### src/rtl/mmips_mem_pkg.sv
// Shared types and default geometry for the DataMemory arbiter slice.
package mmips_mem_pkg;

    typedef enum logic [1:0] {
        IDLE   = 2'd0,
        ACCESS = 2'd1,
        RESP   = 2'd2
    } state_t;

    localparam int DEF_NUM_REQ   = 2;
    localparam int DEF_ADDR_W    = 8;
    localparam int DEF_DATA_W    = 8;
    localparam int DEF_MEM_DEPTH = 32;

    function automatic int next_idx(input int idx, input int n);
        return (idx + 1 >= n) ? 0 : idx + 1;
    endfunction

endpackage

### src/rtl/data_memory_arbiter_rr.sv
// Combinational round-robin pick: first asserted request at or after rr_ptr, wrapping.
module rr_arbiter #(
    parameter int NUM_REQ = 2,
    parameter int IDX_W   = $clog2(NUM_REQ)
) (
    input  logic [NUM_REQ-1:0] req,
    input  logic [IDX_W-1:0]   rr_ptr,
    output logic [NUM_REQ-1:0] win_onehot,
    output logic [IDX_W-1:0]   win_idx
);

    logic             found;
    logic [IDX_W-1:0] cand;

    always_comb begin
        win_onehot = '0;
        win_idx    = '0;
        found      = 1'b0;
        cand       = '0;
        for (int off = 0; off < NUM_REQ; off++) begin
            cand = IDX_W'((int'(rr_ptr) + off) % NUM_REQ);
            if (!found && req[cand]) begin
                win_onehot[cand] = 1'b1;
                win_idx          = cand;
                found            = 1'b1;
            end
        end
    end

endmodule

### src/rtl/data_memory_arbiter.sv
// Round-robin arbiter sharing the single-ported DataMemory; one access per 3-cycle
// IDLE -> ACCESS -> RESP round trip, out-of-range addresses blocked and flagged.
module data_memory_arbiter
    import mmips_mem_pkg::*;
#(
    parameter int NUM_REQ   = DEF_NUM_REQ,
    parameter int ADDR_W    = DEF_ADDR_W,
    parameter int DATA_W    = DEF_DATA_W,
    parameter int MEM_DEPTH = DEF_MEM_DEPTH
) (
    input  logic                       clk,
    input  logic                       rst_n,
    input  logic [NUM_REQ-1:0]         req,
    input  logic [NUM_REQ-1:0]         req_we,
    input  logic [NUM_REQ*ADDR_W-1:0]  req_addr,
    input  logic [NUM_REQ*DATA_W-1:0]  req_wdata,
    output logic [NUM_REQ-1:0]         gnt,
    output logic [NUM_REQ-1:0]         rvalid,
    output logic [DATA_W-1:0]          rdata,
    output logic                       err,
    output logic [ADDR_W-1:0]          mem_address,
    output logic [DATA_W-1:0]          mem_write_data,
    output logic                       mem_write_sig,
    input  logic [DATA_W-1:0]          mem_read_data
);

    localparam int IDX_W = $clog2(NUM_REQ);
    localparam logic [ADDR_W:0] DEPTH_L = (ADDR_W + 1)'(MEM_DEPTH);

    state_t             state_q, state_d;
    logic [IDX_W-1:0]   rr_ptr_q, idx_q, win_idx;
    logic [NUM_REQ-1:0] win_onehot;
    logic               win_any;
    logic               we_q;
    logic [ADDR_W-1:0]  addr_q;
    logic [DATA_W-1:0]  wdata_q;
    logic [DATA_W-1:0]  rdata_q;
    logic               err_q;
    logic               in_range;

    rr_arbiter #(
        .NUM_REQ (NUM_REQ),
        .IDX_W   (IDX_W)
    ) u_rr (
        .req        (req),
        .rr_ptr     (rr_ptr_q),
        .win_onehot (win_onehot),
        .win_idx    (win_idx)
    );

    assign win_any  = |win_onehot;
    assign in_range = {1'b0, addr_q} < DEPTH_L;

    always_comb begin
        state_d = state_q;
        case (state_q)
            IDLE:    if (win_any) state_d = ACCESS;
            ACCESS:  state_d = RESP;
            RESP:    state_d = IDLE;
            default: state_d = IDLE;
        endcase
    end

    // Control state: reset asynchronously so a pending write is dropped at once.
    always_ff @(posedge clk or negedge rst_n) begin
        if (!rst_n) begin
            state_q  <= IDLE;
            rr_ptr_q <= '0;
            idx_q    <= '0;
            we_q     <= 1'b0;
            rdata_q  <= '0;
            err_q    <= 1'b0;
        end else begin
            state_q <= state_d;
            case (state_q)
                IDLE: begin
                    if (win_any) begin
                        idx_q <= win_idx;
                        we_q  <= req_we[win_idx];
                    end
                end
                ACCESS: begin
                    rdata_q <= (in_range && !we_q) ? mem_read_data : '0;
                    err_q   <= ~in_range;
                end
                RESP: begin
                    rr_ptr_q <= IDX_W'(next_idx(int'(idx_q), NUM_REQ));
                end
                default: ;
            endcase
        end
    end

    // Address/write-data latches need no reset; they are only observed in ACCESS.
    always_ff @(posedge clk) begin
        if (state_q == IDLE && win_any) begin
            addr_q  <= req_addr[win_idx*ADDR_W +: ADDR_W];
            wdata_q <= req_wdata[win_idx*DATA_W +: DATA_W];
        end
    end

    always_comb begin
        gnt            = '0;
        rvalid         = '0;
        rdata          = '0;
        err            = 1'b0;
        mem_address    = '0;
        mem_write_data = '0;
        mem_write_sig  = 1'b0;
        case (state_q)
            ACCESS: begin
                gnt[idx_q]     = 1'b1;
                mem_address    = addr_q;
                mem_write_data = wdata_q;
                mem_write_sig  = we_q & in_range;
            end
            RESP: begin
                rvalid[idx_q] = 1'b1;
                rdata         = rdata_q;
                err           = err_q;
            end
            default: ;
        endcase
    end

endmodule

### config.mk
export PLATFORM = sky130hd
export DESIGN_NAME = data_memory_arbiter
export DESIGN_NICKNAME = d
export VERILOG_FILES = /design/src/rtl/mmips_mem_pkg.sv /design/src/rtl/data_memory_arbiter_rr.sv /design/src/rtl/data_memory_arbiter.sv
export SDC_FILE = /design/constraint.sdc
export NUM_CORES = 1
export LEC_CHECK = 0
export CORE_MARGIN = 4
export CORE_UTILIZATION = 40
export CTS_BUF_LIST = sky130_fd_sc_hd__clkbuf_2 sky130_fd_sc_hd__clkbuf_4 sky130_fd_sc_hd__clkbuf_8
export DETAILED_ROUTE_END_ITERATION = 6
export GPL_TIMING_DRIVEN = 1
export PLACE_DENSITY_LB_ADDON = 0.2
export SYNTH_ARGS = -nofsm -noshare
export SYNTH_HDL_FRONTEND = slang
export SYNTH_SLANG_ARGS = --single-unit
### constraint.sdc
create_clock -name clk -period 2.27 [get_ports clk]
set_input_delay 0.454 -clock clk [delete_from_list [all_inputs] [get_ports clk]]
set_output_delay 0.454 -clock clk [all_outputs]
set_load 0.03 [all_outputs]
==> Yosys cells after proc, flatten, opt, wreduce, memory -nomap -nowiden <==
Cells that the tools add are included.
{ "word_totals": {"regBits": 30, "input_bits": 46, "out_inout_bits": 30} }
{ "op_classes": {"add_sub_neg": 2, "magnitude_cmp": 9, "n_eq_ne": 3, "n_shift": 2, "n_mux": 28, "bitwise_logic": 3, "reduce_logical": 11} }
{ "op_table": {"columns": ["operator", "count"], "rows": [
  ["8-bit two-way mux", 4],
  ["16-bit by 5-bit variable part select with 8-bit output", 2],
  ["1-bit two-way mux", 15],
  ["2-bit two-way mux", 5],
  ["1-bit by 2-bit less-than comparator with 1-bit output (second input constant)", 4],
  ["8-bit by 6-bit less-than comparator with 1-bit output (second input constant)", 1],
  ["1-bit logical AND", 6],
  ["2-bit one-hot mux with 2 select lines", 1],
  ["1-bit demux with 1-bit select", 3],
  ["1-bit >= comparator (second input constant)", 3],
  ["1-bit by 1-bit adder with 2-bit output (second input constant)", 1],
  ["2-bit by 1-bit == test with 1-bit output (second input constant)", 1],
  ["2-bit == test (second input constant)", 1],
  ["2-bit >= comparator (second input constant)", 1],
  ["1-bit zero test", 2],
  ["2-bit zero test", 1],
  ["2-bit != test (second input constant)", 1],
  ["2-bit bitwise OR", 1],
  ["2-bit AND reduction", 1],
  ["2-bit OR reduction", 1],
  ["1-bit adder (second input constant)", 1],
  ["1-bit bitwise AND", 1],
  ["1-bit NOT", 1]
]} }

==> Logic depth before layout (Yosys ltp) <==
Gate-level depths: netlist of the first run.
{ "logic_depth": {"ltp_word": 10, "mapped_depth": 5} }

==> Cells and area by module <==
A second synthesis of the first run with hierarchy kept.
{ "hier_totals": {"cells_unflattened": 108, "hier_area_um2": 1435.1} }
{ "modules_own_cells": {"columns": ["module", "instances", "cells_each", "area_each_um2"], "rows": [
  ["data_memory_arbiter", 1, 104, 1405.1],
  ["rr_arbiter", 1, 4, 30.0]
]} }

==> Least setup slack after synthesis of the first run <==
OpenSTA, ideal clock, no wires.
{ "synth_timing": {"path_type": "register to register", "start": "reg state_q[0]", "end": "reg addr_q[0], enable pin", "arrival_ns": 1.442, "required_ns": 1.880, "setup_slack_ns": 0.438, "path_stages_with_launch": 3, "path_buffers": 0, "path_cell_list": "dfrtp_1 or2_2 nor2_1"} }
{ "synth_between": {"elab_chain_cells": 2} }
{ "synth_lines": {"columns": ["item", "line", "rtl"], "rows": [
  ["start, declared", "data_memory_arbiter.sv:30", "state_t state_q, state_d;"],
  ["start signal, assigned", "data_memory_arbiter.sv:74", "state_q <= state_d;"],
  ["2-bit zero test", "data_memory_arbiter.sv:96", "if (state_q == IDLE && win_any) begin"],
  ["1-bit logical AND", "data_memory_arbiter.sv:96", null],
  ["end signal, assigned", "data_memory_arbiter.sv:97", "addr_q <= req_addr[win_idx*ADDR_W +: ADDR_W];"],
  ["end, declared", "data_memory_arbiter.sv:35", "logic [ADDR_W-1:0] addr_q;"]
]} }
No other way between the ends.
A chain may end at the register's enable or synchronous reset.

==> Final worst setup path of the first run <==
{ "layout_timing": {"start": "reg state_q[1]", "end": "out mem_write_sig"} }
{ "layout_between": {"elab_chain_cells": 2} }
{ "layout_lines": {"columns": ["item", "line", "rtl"], "rows": [
  ["2-bit by 1-bit == test with 1-bit output", "data_memory_arbiter.sv:110", "case (state_q)"],
  ["1-bit two-way mux", "data_memory_arbiter.sv:110", null],
  ["end, declared", "data_memory_arbiter.sv:23", "output logic mem_write_sig,"]
]} }
No other way between the ends.

==> flow_summary_export.csv, run 1 <==
group,metric,value,unit
run_status,status,"complete, no violations",
floorplan,dieArea,4610,sq um
yosys,synthesis.area_per_instance,13.17,sq um
yosys,synth-seq-cells,30,
layout,final_cell_mix,"clkdlybuf4s50_1 (45), and2_1 (27), buf_4 (24), mux2_2 (16), edfxtp_1 (16)",
sta,fin_crit_sh,91.83,%
drt,drcViolationCount,0,
layout,post-route-util,67.48,%
clock_network,htreeDepth,2,
setup_path,crit_buf_inv,2,
clock_network,cts_tree,"yes",
layout,nNetsFinal,239,
sta,finalClockSkew,0.008959,ns
pwr,p_per_area,993.5,nW/um^2
grt,antenna_found_initial,0,
floorplan,die_w,67.90,microns
yosys,synth_compound_area_share,7.498,%
grt,overflow,0,
setup_path,cpPeakStageDelay,0.40,ns
pwr,switchingPower,867.1,uW
job,cap_violations,0,
drt,routed_wl,3349,microns
clock_network,clkLatencyLatePin,0.32,ns
pwr,p_clk_share,14.9,%
placement,gp_congestion,0.6682,
sta,fin_tns_setup,0,ns
setup_path,cp_slowest_cell,"dfrtp_1",
drt,drt_iter0_markers,35,
setup_path,crit_path_frequent_cell,"buf_4",
drt,vias,1110,
sta,hold_viol,0,
sta,rsz0062_at_grt,"false",
setup_path,worst-path-max-fanout,8,
yosys,syn-num-nets,155,
pwr,power.leakage,0.001079,uW
yosys,synth_area,1435,sq um
clock_network,numClockSinks,30,
setup_path,critPathLaunchType,"register",
layout,final_common_cell,"clkdlybuf4s50_1",
setup_path,cp_cell_sequence,"or2b_4 -> buf_4 -> nor2_1 -> and2_1 -> buf_4",
pwr,ir_worst_vdd,0.5443,mV
setup_path,endpoint_kind,"output pin",
yosys,yosys.area_share.xor_xnor,0,%
yosys,synthSimpleGateAreaFrac,19.44,%
floorplan,core-area,3390,sq um
floorplan,fp-row-count,21,
layout,antenna_cells,0,
clock_network,cts_buffer_depth,2,
floorplan,die_h,67.90,microns
pwr,power,2272,uW
placement,portBuffers,75,
drt,viasPerCell,4.625,
grt,grt_pass1_vias,1208,
sta,maxSlewHeadroom,58.98,%
clock_network,clkSlewWorstSetupHoldPaths,0.10,ns
sta,tightestPinTransition,0.6134,ns
yosys,synth-seq-area-share,57.89,%
placement,hpwl,2594,microns
pwr,power_frac_seq,37.3,%
layout,drive_above_1_share,29.38,%
layout,nFillCells,277,
setup_path,worstSetupPathType,"reg2out",
yosys,synthCells,109,
pwr,pwr-share-comb,47.8,%
floorplan,start_util,42.34,%
sta,slew_viol_final,0,
min_path,worstHoldPathType,"in2async",
pwr,switching_share,38.16,%
clock_network,hold_buffers,0,
drt,dr.pass1.iters,4,
setup_path,critPathTopFamily,"simple AND/OR/NAND/NOR gates",
grt,grtUsageTotal,15.82,%
yosys,synthMuxAreaShare,12.55,%
yosys,yosys.area_share.adder,0,%
clock_network,cts-root-buf,"clkbuf_4",
sta,fmax,0.4797,GHz
yosys,synth_top_family_by_area,"simple AND/OR/NAND/NOR gates",
sta,setup_violations,0,
setup_path,crit_required,1.82,ns
floorplan,ioPinCount,76,
grt,grt_max_degree,18,
sta,layout_min_cycle_time,2.085,ns
setup_path,critPathArrivalTime,1.63,ns
layout,area_growth,59.37,%
yosys,ys.warnings.count,0,
grt,grt_pass1_wl,5409,microns
clock_network,cts_buffers,5,
drt,wire_per_inst,13.95,microns
drt,ant_nets,0,
yosys,yosysUniqueCellTypes,22,
pwr,internal_power,1405,uW
metrics by stage:
step / instances / cell area [sq um] / setup slack, ns / hold WS, ns
finish: 240 / 2287 / 0.1855 / 0.5018
global route: 240 / 2287 / 0.06869 / 0.5314
CTS: 240 / 2268 / 0.0006526 / 0.5008
detailed placement: 230 / 2195 / 0.2508 / 0.4825
global placement: 230 / 2195 / 0.2901 / 0.4724
floorplan: 109 / 1435 / 0.4375 / 0.1584
power by group through the flow:
stage	clock, uW	combinational, uW	sequential (uW)
after global routing	384	1180	870
after global placement	0	1050	853
after CTS	353	1090	847
final	339	1090	847
after detailed placement	0	1080	858
after floorplan	0	683	840
layer usage:
metal  wire length (microns)  vias up  GRT usage, %
met1                    1245      511         17.26
met5                       0        -             0
li1                        -      554             -
met3                     298        2         6.568
met2                    1789       43         28.07
met4                      15        0         4.467
repair_timing:
item	CTS	global route
setup buffers	2	0
endpoints found under the hold margin	0	0
gates resized for setup	7	7
endpoints found under the setup margin	23	23
gates cloned	0	0
state kept, by name (all words and copies together) (netlist names):
name / count
addr_q: 8
idx_q: 1
we_q: 1
state_q: 2
wdata_q: 8
err_q: 1
rr_ptr_q: 1
rdata_q: 8
cell type report:
class / instances / area, sq um / area share (%)
multi-input cells: 74 / 570.5 / 24.95
clock buffers: 6 / 51.30 / 2.243
clock inverters: 2 / 11.26 / 0.4923
well taps: 46 / 57.56 / 2.516
repair buffers: 81 / 758.2 / 33.15
flip-flops and latches: 30 / 830.8 / 36.32
inverters: 1 / 7.507 / 0.3282
path summary, 6_finish.rpt:
check / to / slack (ns) / from / cells past startpoint
min: state_q[1] / 0.50 / rst_n / 1
min reg2reg: rdata_q[7] / 0.50 / rdata_q[7] / 1
max in group asynchronous: rdata_q[5] / 1.37 / rst_n / 1
max reg2reg: addr_q[6] / 0.72 / rr_ptr_q / 3
min in group clk: rdata_q[7] / 0.50 / rdata_q[7] / 1
max: mem_write_sig / 0.19 / state_q[1] / 5
Yosys cell counts, drive strengths merged:
| master | number | share of area [%] |
|---|---|---|
| and2 | 28 | 12 |
| edfxtp | 16 | 33 |
| mux2 | 16 | 13 |
| dfrtp | 14 | 24 |
| nor2 | 9 | 2.4 |
| a22o | 8 | 4.9 |
| buf | 3 | 2.1 |
| nor2b | 2 | 0.87 |
| o21ai | 2 | 0.70 |
| a21bo | 1 | 0.70 |
| a2bb2oi | 1 | 0.61 |
| a311oi | 1 | 0.61 |
| clkbuf | 1 | 0.26 |
| inv | 1 | 0.26 |
| nand2 | 1 | 0.44 |
| nand2b | 1 | 0.61 |
| nor3 | 1 | 1.1 |
| or2 | 1 | 0.44 |
| or2b | 1 | 0.52 |
| or3 | 1 | 0.78 |
kinds of logic (layout without fill, tap and decap cells):
logic type | after synthesis | after routing
simple gates | 45 | 45
flops | 30 | 30
mux | 16 | 16
compound gates | 13 | 13
buf+inv | 5 | 90
Power figures use the tool's default switching activity.
==> run 2, diff against run 1 <==
SLEW_MARGIN = 20   (was default)
==> results of run 2 <==
No change in the layout: final DEF, timing and power equal those of run 1.
==> run 3, diff against run 2 <==
PLACE_DENSITY = 0.79   (was default)
PLACE_DENSITY_LB_ADDON = default   (was 0.2)
SYNTH_HIERARCHICAL = 1   (was default)
==> run 3 against run 2 <==
Register-to-register slack improved by 0.04 ns. Sequential cell count did not move. Worst hold slack improved by 0.0067 ns. Combinational power barely moved. Fmax fell by 1.5%. Total power rose by 2.7%. Critical path depth fell by 1. Final area rose by 0.27%. Critical path type unchanged. Largest cell class unchanged. Largest power group unchanged.
==> flow_summary_export.csv, run 3 <==
group,metric,value,unit
grt,grtUsageTotal,16.30,%
sta,setup_violations,0,
sta,slew_viol_final,0,
layout,design_area,2293,sq um
sta,hold_viol,0,
clock_network,cts_buffers,5,
placement,placement.cell_area,2235,sq um
layout,nFillCells,255,
setup_path,crit_required,1.82,ns
clock_network,clkLatencyLatePin,0.33,ns
drt,drt_iter0_markers,45,
drt,drcViolationCount,0,
clock_network,numClockSinks,30,
grt,grt_max_degree,22,
run_status,status,"complete, no violations",
yosys,synthSimpleGateAreaFrac,17.00,%
layout,nNetsFinal,238,
pwr,power,2335,uW
layout,area_growth,59.81,%
yosys,ys.warnings.count,6,
yosys,synth_top_area_share,33.48,%
grt,antenna_found_initial,0,
sta,worst_slack,0.1543,ns
floorplan,ioPinCount,76,
layout,final_common_cell,"clkdlybuf4s50_1",
yosys,yosys.area_share.adder,0,%
drt,wire_per_inst,15.02,microns
placement,hpwl,2773,microns
clock_network,cts_buffer_depth,2,
floorplan,fp-row-count,21,
sta,finalClockSkew,0.01215,ns
job,cap_violations,0,
layout,drive_above_1_share,30.05,%
clock_network,cts-root-buf,"clkbuf_4",
min_path,worstHoldPathType,"in2async",
grt,overflow,0,
setup_path,crit_buf_inv,2,
setup_path,critPathArrivalTime,1.66,ns
sta,fin_crit_sh,93.20,%
yosys,synth_ff_type,"edfxtp_1",
setup_path,worst-path-max-fanout,11,
pwr,p_per_area,1018,nW/um^2
placement,gp_congestion,0.7031,
drt,dr.pass1.iters,4,
clock_network,hold_buffers,0,
yosys,synth-seq-area-share,57.89,%
clock_network,cts_tree,"yes",
clock_network,post_cts_buffers,0,
yosys,synth_top_area_cell,"edfxtp_1",
yosys,synth_edf_count,16,
yosys,synth-seq-cells,30,
yosys,yosys.area_share.xor_xnor,0,%
floorplan,core-area,3390,sq um
yosys,synth_compound_area_share,7.585,%
yosys,synthCells,108,
floorplan,start_util,42.34,%
grt,grt_pass1_vias,1255,
placement,pre_cts_ws,0.1704,ns
drt,ant_nets,0,
setup_path,critPathLaunchType,"register",
layout,largest_registers,"addr_q (8), rdata_q (8), wdata_q (8)",
yosys,yosys-top-cells-area,"edfxtp_1 (33%), dfrtp_1 (24%), mux2_2 (15%), and2_1 (12%), a22o_1 (4.9%)",
setup_path,r2r_cells,6,
yosys,synthesis.area_per_instance,13.29,sq um
layout,post-route-util,67.66,%
floorplan,die_h,67.90,microns
placement,portBuffers,75,
yosys,syn-num-nets,154,
setup_path,cp_slowest_cell,"dfrtp_1",
drt,routed_wl,3590,microns
drt,vias,1137,
grt,grt_pass1_wl,5409,microns
pwr,power.leakage,0.001008,uW
setup_path,worstSetupPathType,"reg2out",
floorplan,dieArea,4610,sq um
sta,rsz0062_at_grt,"false",
layout,final_cell_mix,"clkdlybuf4s50_1 (45), and2_1 (27), buf_4 (23), mux2_2 (19), edfxtp_1 (16)",
pwr,ir_worst_vdd,0.4896,mV
floorplan,die_w,67.90,microns
yosys,synth_area,1435,sq um
sta,layout_min_cycle_time,2.116,ns
yosys,ys_top_cells_by_count,"and2_1 (27), mux2_2 (19), edfxtp_1 (16), dfrtp_1 (14), a22o_1 (8)",
clock_network,htreeDepth,2,
sta,maxSlewHeadroom,56.73,%
clock_network,clkSlewWorstSetupHoldPaths,0.09,ns
setup_path,cp_cell_sequence,"nand2b_2 -> clkinvlp_4 -> and2_1 -> buf_4",
yosys,yosysUniqueCellTypes,20,
sta,tightestPinTransition,0.6470,ns
yosys,synth_top_family_by_area,"simple AND/OR/NAND/NOR gates",
setup_path,worstSetupPathDepth,4,
yosys,synth_most_common_cell,"and2_1",
setup_path,critPathTopFamily,"simple AND/OR/NAND/NOR gates",
layout,antenna_cells,0,
setup_path,endpoint_kind,"output pin",
setup_path,cpPeakStageDelay,0.42,ns
yosys,async_flop_share,46.67,%
sta,fmax,0.4727,GHz
yosys,synthMuxAreaShare,14.91,%
drt,viasPerCell,4.757,
==> run 3: cell count changes after synthesis, sizes merged, moves of 2 or more <==
cell	before	now
nor3	1	3
o21ai	2	0
a21boi	0	3
nor2	9	4
mux2	16	19
==> run 3: power by group <==
part           switching (uW)  total [uW]  internal, uW
Combinational             638        1120           484
Clock                     172         331           159
Sequential               94.0         882           788
Total                     904        2330          1430
==> run 3: cells by family (layout without fill, tap and decap cells) <==
family | count (synthesis) | after routing
and+or+nand+nor | 39 | 39
DFF | 30 | 30
muxes | 19 | 19
AOI/OAI and AO/OA | 13 | 13
buffers and inverters | 7 | 92
==> run 3: per-layer routing <==
layer  GRT usage, %  share of wire, %  wire length [microns]
met4          8.189               1.1                     39
met2          28.80                49                   1773
met3          6.404                11                    379
met5              0                 0                      0
met1          16.63                39                   1398
==> run 3: what timing repair did <==
| item | in CTS | in global routing |
|---|---|---|
| endpoints found under the setup margin | 18 | 18 |
| cloned | 0 | 1 |
| gates resized for setup | 12 | 3 |
==> run 3: area by class of cell <==
| cell class | instances | area (sq um) | area share, % |
|---|---|---|---|
| Clock buffer | 8 | 60.06 | 2.619 |
| Timing Repair Buffer | 81 | 748.2 | 32.62 |
| Timing Repair inverter | 1 | 7.507 | 0.3273 |
| Multi-Input combinational cell | 71 | 578.1 | 25.20 |
| Sequential cell | 30 | 830.8 | 36.22 |
| Inverter | 2 | 11.26 | 0.4910 |
| Tap cell | 46 | 57.56 | 2.510 |
==> run 3: final timing paths <==
kind,from,endpoint,slack (ns)
setup / recovery,state_q[1],mem_address[2],0.15
hold / removal,rst_n,rdata_q[5],0.51
setup reg to reg,rr_ptr_q,idx_q,0.76
hold reg to reg,rdata_q[0],rdata_q[0],0.51
max in group asynchronous,rst_n,rr_ptr_q,1.33
min in group clk,rdata_q[0],rdata_q[0],0.51
==> run 3: stage by stage <==
stage	setup TNS [ns]	instances	hold WS, ns
CTS	-0.04665	238	0.5081
finish	0	239	0.5085
detailed placement	0	230	0.4834
floorplan	0	108	0.1584
global placement	0	230	0.4824
global route	0	239	0.5200
